===== src/rtl/gan_ctrl_pkg.sv =====
// Shared constants for the GAN pipeline controller: parameter geometry,
// FSM state encoding and per-layer base indices into the parameter bank.
package gan_ctrl_pkg;

  localparam int NUM_PARAMS = 73;
  localparam int PARAM_W    = 6;
  localparam int CFG_ADDR_W = 7;

  typedef enum logic [1:0] {
    CFG   = 2'd0,
    RUN   = 2'd1,
    DRAIN = 2'd2
  } state_e;

  // First parameter index of each datapath layer.
  localparam int L1_BASE = 0;
  localparam int L2_BASE = 20;
  localparam int L3_BASE = 30;
  localparam int L4_BASE = 33;
  localparam int L5_BASE = 35;
  localparam int L6_BASE = 37;
  localparam int L7_BASE = 41;
  localparam int L8_BASE = 53;

  function automatic int param_lsb(input int k, input int width);
    return k * width;
  endfunction

endpackage


===== src/rtl/gan_valid_tracker.sv =====
// Valid-bit shift register mirroring the datapath pipeline, plus a running
// count of valid samples currently in flight.
module gan_valid_tracker #(
  parameter int PIPE_LAT = 24
) (
  input  logic                              clock,
  input  logic                              reset,
  input  logic                              shift_en,
  input  logic                              valid_in,
  output logic                              valid_out,
  output logic [$clog2(PIPE_LAT+1)-1:0]     occupancy
);

  localparam int OCC_W = $clog2(PIPE_LAT + 1);

  logic [PIPE_LAT-1:0] vld_q, vld_d;
  logic [OCC_W-1:0]    occ_q, occ_d;

  always_comb begin
    vld_d = vld_q;
    occ_d = occ_q;
    if (shift_en) begin
      vld_d = {vld_q[PIPE_LAT-2:0], valid_in};
      occ_d = occ_q + OCC_W'(valid_in) - OCC_W'(vld_q[PIPE_LAT-1]);
    end
  end

  always_ff @(posedge clock or posedge reset) begin
    if (reset) begin
      vld_q <= '0;
      occ_q <= '0;
    end else begin
      vld_q <= vld_d;
      occ_q <= occ_d;
    end
  end

  assign valid_out = vld_q[PIPE_LAT-1];
  assign occupancy = occ_q;

endmodule


===== src/rtl/gan_pipeline_ctrl.sv =====
// Controller for the 8-layer GAN datapath: serial parameter bank, global
// enable gating with backpressure, and valid tracking. `GAN_CTRL_PERF_EN adds perf counters.
module gan_pipeline_ctrl #(
  parameter int PIPE_LAT   = 24,
  parameter int NUM_PARAMS = gan_ctrl_pkg::NUM_PARAMS,
  parameter int PARAM_W    = gan_ctrl_pkg::PARAM_W
) (
  input  logic                              clock,
  input  logic                              reset,
  input  logic                              cfg_valid,
  output logic                              cfg_ready,
  input  logic [6:0]                        cfg_addr,
  input  logic [PARAM_W-1:0]                cfg_data,
  input  logic                              cfg_commit,
  input  logic                              cfg_req,
  output logic                              cfg_err,
  input  logic                              in_valid,
  output logic                              in_ready,
  input  logic [23:0]                       in_x,
  output logic                              out_valid,
  input  logic                              out_ready,
  output logic                              dp_enable,
  output logic [23:0]                       dp_x,
  output logic [NUM_PARAMS*PARAM_W-1:0]     dp_params,
  output logic [$clog2(PIPE_LAT+1)-1:0]     occupancy,
  output logic [1:0]                        state
`ifdef GAN_CTRL_PERF_EN
  ,
  output logic [31:0]                       perf_samples,
  output logic [31:0]                       perf_stalls
`endif
);

  import gan_ctrl_pkg::*;

  localparam logic [6:0] ADDR_LIMIT = 7'(NUM_PARAMS);

  state_e state_q, state_d;
  logic   cfg_err_q, cfg_err_d;
  logic   stall;
  logic   accept;
  logic   cfg_we;
  logic   vld_out;

  // A stalled output freezes everything; there is no partial advance.
  assign stall = vld_out & ~out_ready;

  always_comb begin
    state_d   = state_q;
    cfg_ready = 1'b0;
    in_ready  = 1'b0;
    dp_enable = 1'b0;
    case (state_q)
      CFG: begin
        cfg_ready = 1'b1;
        if (cfg_commit) state_d = RUN;
      end
      RUN: begin
        in_ready  = ~stall;
        dp_enable = ~stall;
        if (cfg_req) state_d = DRAIN;
      end
      DRAIN: begin
        dp_enable = ~stall;
        if (occupancy == '0) state_d = CFG;
      end
      default: state_d = CFG;
    endcase
  end

  assign accept    = in_valid & in_ready;
  assign cfg_we    = cfg_valid & cfg_ready;
  assign cfg_err_d = cfg_err_q | (cfg_we & (cfg_addr >= ADDR_LIMIT));

  always_ff @(posedge clock or posedge reset) begin
    if (reset) begin
      state_q   <= CFG;
      cfg_err_q <= 1'b0;
    end else begin
      state_q   <= state_d;
      cfg_err_q <= cfg_err_d;
    end
  end

  // Writes only land in CFG, so parameters are frozen while samples flow.
  generate
    for (genvar gi = 0; gi < NUM_PARAMS; gi++) begin : g_param
      logic [PARAM_W-1:0] param_q, param_d;

      always_comb begin
        param_d = param_q;
        if (cfg_we && (cfg_addr == 7'(gi))) param_d = cfg_data;
      end

      always_ff @(posedge clock or posedge reset) begin
        if (reset) param_q <= '0;
        else       param_q <= param_d;
      end

      assign dp_params[param_lsb(gi, PARAM_W) +: PARAM_W] = param_q;
    end
  endgenerate

  gan_valid_tracker #(
    .PIPE_LAT (PIPE_LAT)
  ) u_valid_tracker (
    .clock     (clock),
    .reset     (reset),
    .shift_en  (dp_enable),
    .valid_in  (accept),
    .valid_out (vld_out),
    .occupancy (occupancy)
  );

`ifdef GAN_CTRL_PERF_EN
  logic [31:0] perf_samples_q, perf_samples_d;
  logic [31:0] perf_stalls_q, perf_stalls_d;

  always_comb begin
    perf_samples_d = perf_samples_q;
    perf_stalls_d  = perf_stalls_q;
    if (vld_out && out_ready && !(&perf_samples_q)) perf_samples_d = perf_samples_q + 32'd1;
    if (stall && !(&perf_stalls_q))                 perf_stalls_d  = perf_stalls_q + 32'd1;
  end

  always_ff @(posedge clock or posedge reset) begin
    if (reset) begin
      perf_samples_q <= '0;
      perf_stalls_q  <= '0;
    end else begin
      perf_samples_q <= perf_samples_d;
      perf_stalls_q  <= perf_stalls_d;
    end
  end

  assign perf_samples = perf_samples_q;
  assign perf_stalls  = perf_stalls_q;
`endif

  assign cfg_err   = cfg_err_q;
  assign out_valid = vld_out;
  assign dp_x      = in_x;
  assign state     = state_q;

endmodule


===== config.mk =====
export PLATFORM = sky130hd
export DESIGN_NAME = gan_pipeline_ctrl
export DESIGN_NICKNAME = d
export VERILOG_FILES = /design/src/rtl/gan_ctrl_pkg.sv /design/src/rtl/gan_valid_tracker.sv /design/src/rtl/gan_pipeline_ctrl.sv
export SDC_FILE = /design/constraint.sdc
export NUM_CORES = 1
export LEC_CHECK = 0
export CORE_ASPECT_RATIO = 1.2
export CORE_MARGIN = 5
export CORE_UTILIZATION = 52
export CTS_BUF_LIST = sky130_fd_sc_hd__clkbuf_16
export CTS_CLUSTER_SIZE = 8
export DETAILED_ROUTE_END_ITERATION = 10
export PLACE_DENSITY_LB_ADDON = 0.15
export SETUP_SLACK_MARGIN = 0.5
export SLEW_MARGIN = 20
export SYNTH_ARGS = -nofsm -noshare
export SYNTH_HDL_FRONTEND = slang
export SYNTH_HIERARCHICAL = 1
export SYNTH_SLANG_ARGS = --single-unit

===== constraint.sdc =====
create_clock -name clock -period 21.5 [get_ports clock]
set_clock_uncertainty 0.1 [all_clocks]
set_input_delay 2.15 -clock clock [delete_from_list [all_inputs] [get_ports clock]]
set_output_delay 2.15 -clock clock [all_outputs]
set_load 0.01 [all_outputs]

==> impl_metrics.ini <==
[global_routing]
grt_pass1_vias = 12800
antenna_found_initial = 3
grt_pass1_wl_um = 81200
grt-ovfl-total = 0
grt_util_all_layers_pct = 26.3
grt_max_degree = 102

[floorplan]
rows = 77
start_util_pct = 52.2
die_x_um = 185
die_h_um = 220
die_area_mm2 = 0.0407
ioPinCount = 518
fp.coreArea_mm2 = 0.0366

[timing]
period_share_pct = 28.3
finalCriticalPeriod_ns = 6.08
rsz0062_at_grt = false
tns_ns = 0
tightestPinTransition_ns = 1.04
hold_viol = 0
fmax_ghz = 0.164
setup_viol = 0
finalMaxSlewViolations = 0
slew_headroom_pct = 30.9

[setup_path]
cp-start-kind = primary input
endpoint_kind = output port
cp.required_ns = 19.25
cp_data_arrival_time_ns = 3.83
cp_max_fo = 39
critical_path_class = primary input to output port

[run]
maxCapViolCount = 0

[yosys]
avgSynthCellArea_um2 = 16.1
syn_area_mm2 = 0.0191
synth_edf_count = 0
synth_flop_cell = dfrtp_1
syn-num-nets = 1242
synthArstFlopShare_pct = 100
synth_cells = 1187
ys_seq_area_share_pct = 61.5
synth_seq_cells = 470
synth.distinct_cells = 48
yosysWarnings = 6

[clocking]
cts_made_buffers = 68
ctsResizeCount = 0
clkTransAtPathRegs_ns = 0.05
cts_max_path_buffers = 3
cts_tree = built
hold_buffers = 0
cts_max_level = 3
cts.sinks = 470
clockRootBuffer = clkbuf_16
cts_setup_buffers = 0
clk-insertion-delay-late_ns = 0.54

[placement]
dpl_cell_area_mm2 = 0.0240
dpl.hpwl_um = 35900
place.gp.congestion = 0.778
portBuffers = 469
dp.cells = 2049

[finish]
finalInstanceArea_mm2 = 0.0257
area_growth_pct = 34.5
drive_gt1_share_pct = 36.5
finalNonFillerCells = 2123
nFillCells = 2527
layout.nets = 1700

[drt]
drc = 0
drtPass1Iterations = 4
drt_iter0_drc = 565
ant_nets = 0
wl_per_cell_um = 25.3
via_per_inst = 5.55
via_count = 11800
drt_wl_total_um = 53700

[power_and_ir_drop]
p_leak_nw = 12.4
peakVddDrop_mv = 0.129
power_density_mw_per_mm2 = 95.8

[outcome]
status = finished clean

[hold_path]
holdCritPathClass = flip-flop to flip-flop
-- worst max-delay path, stage by stage --
cell and delay [ns]:
clkdlybuf4s50_1 0.44, nand2b_1 0.12, and2_1 0.12, buf_4 0.36, clkdlybuf4s50_1 0.63
-- cells in the final DEF (no fill, tap or decap), types with 6 or more instances in the layout --
cell	count
nand3_1	36
buf_2	6
buf_4	14
ha_1	10
clkbuf_16	69
mux2_4	12
mux2_1	10
mux2_2	443
clkdlybuf4s50_1	463
dfrtp_1	470
nor3_4	43
inv_1	9
-- Yosys cell counts, drive strengths merged, types with 2 or more instances --
cell type	count	area, um^2
nand2b	3	18.8
buf	52	374
nand3	36	180
mux2	465	5280
nor2	3	11.3
a211o	2	17.5
or3b	4	35.0
nand4b	2	47.6
a21oi	3	15.0
and2	2	12.5
ha	10	125
nor3b	4	30.0
o21ai	2	10.0
nor3	44	704
nand2	5	21.3
nor2b	3	18.8
and4b	2	20.0
inv	11	41.3
and3	2	12.5
clkbuf	43	161
dfrtp	470	11800
o31ai	2	15.0
-- metal layers --
| metal | global-route usage, % | routed length [um] | up-vias | share of wire, % |
|---|---|---|---|---|
| met5 | 0 | 12 | - | 0.022 |
| met4 | 9.47 | 1850 | 2 | 3.5 |
| met3 | 8.65 | 4570 | 107 | 8.5 |
| met2 | 44.6 | 27200 | 453 | 51 |
| met1 | 31.6 | 20100 | 6117 | 37 |
| li1 | - | - | 5097 | - |
-- layout make-up --
| class | instances | area [um^2] | share of cell area, % |
|---|---|---|---|
| Clock inverter | 3 | 21.3 | 0.0828 |
| Antenna cell | 2 | 5.00 | 0.0195 |
| Timing Repair Buffer | 483 | 4770 | 18.6 |
| Tap cell | 474 | 593 | 2.31 |
| Sequential cell | 470 | 11800 | 45.8 |
| Clock buffer | 69 | 1730 | 6.72 |
| Multi-Input combinational cell | 611 | 6780 | 26.4 |
| Inverter | 11 | 48.8 | 0.190 |
-- registers in the layout (all words and copies together) (netlist names) --
signal                     flops
g_param.param_q              438
u_valid_tracker/vld_q         24
u_valid_tracker/occupancy      5
state                          2
cfg_err                        1
-- cells by family (layout without fill, tap and decap cells) --
kind of cell | after synthesis | count (layout) | synth area share, %
simple gates | 119 | 119 | 6.45
compound gates | 14 | 14 | 0.524
flops | 470 | 470 | 61.5
xor+xnor | 1 | 1 | 0.0458
other cells | 0 | 2 | 0
mux | 466 | 466 | 27.7
buf+inv | 106 | 566 | 3.02
fa+ha+maj | 11 | 11 | 0.759
-- metrics by stage --
step	utilization (%)	setup slack, ns	hold WS, ns	power [mW]
2_1_floorplan	-	6.96	0.375	1.32
3_3_place_gp	65.4	15.40	0.354	1.55
3_5_place_dp	65.4	15.41	0.366	1.57
4_1_cts	70.2	15.40	0.377	2.49
5_1_grt	70.2	15.28	0.399	2.57
6_report	70.2	15.42	0.376	2.46
-- path summary, 6_finish.rpt --
path / startpoint / end / slack (ns) / cells past startpoint
worst max-delay path: out_ready / dp_enable / 15.42 / 5
worst min-delay path: cfg_err$_DFF_PP0_ / cfg_err$_DFF_PP0_ / 0.38 / 1
worst max register to register: state[1]$_DFFE_PP0P_ / g_param[55].param_q[5]$_DFFE_PP0P_ / 18.35 / 5
worst min register to register: cfg_err$_DFF_PP0_ / cfg_err$_DFF_PP0_ / 0.38 / 1
max in group asynchronous: reset / g_param[43].param_q[4]$_DFFE_PP0P_ / 16.95 / 4
min in group asynchronous: reset / g_param[32].param_q[3]$_DFFE_PP0P_ / 2.06 / 2
-- report_power, final --
part           internal [mW]  leakage, nW  switching (mW)
combinational          0.270         5.09           0.237
sequential             0.987         6.47          0.0611
clock                  0.560        0.861           0.348
No activity file was read; power rests on OpenSTA's default activity.
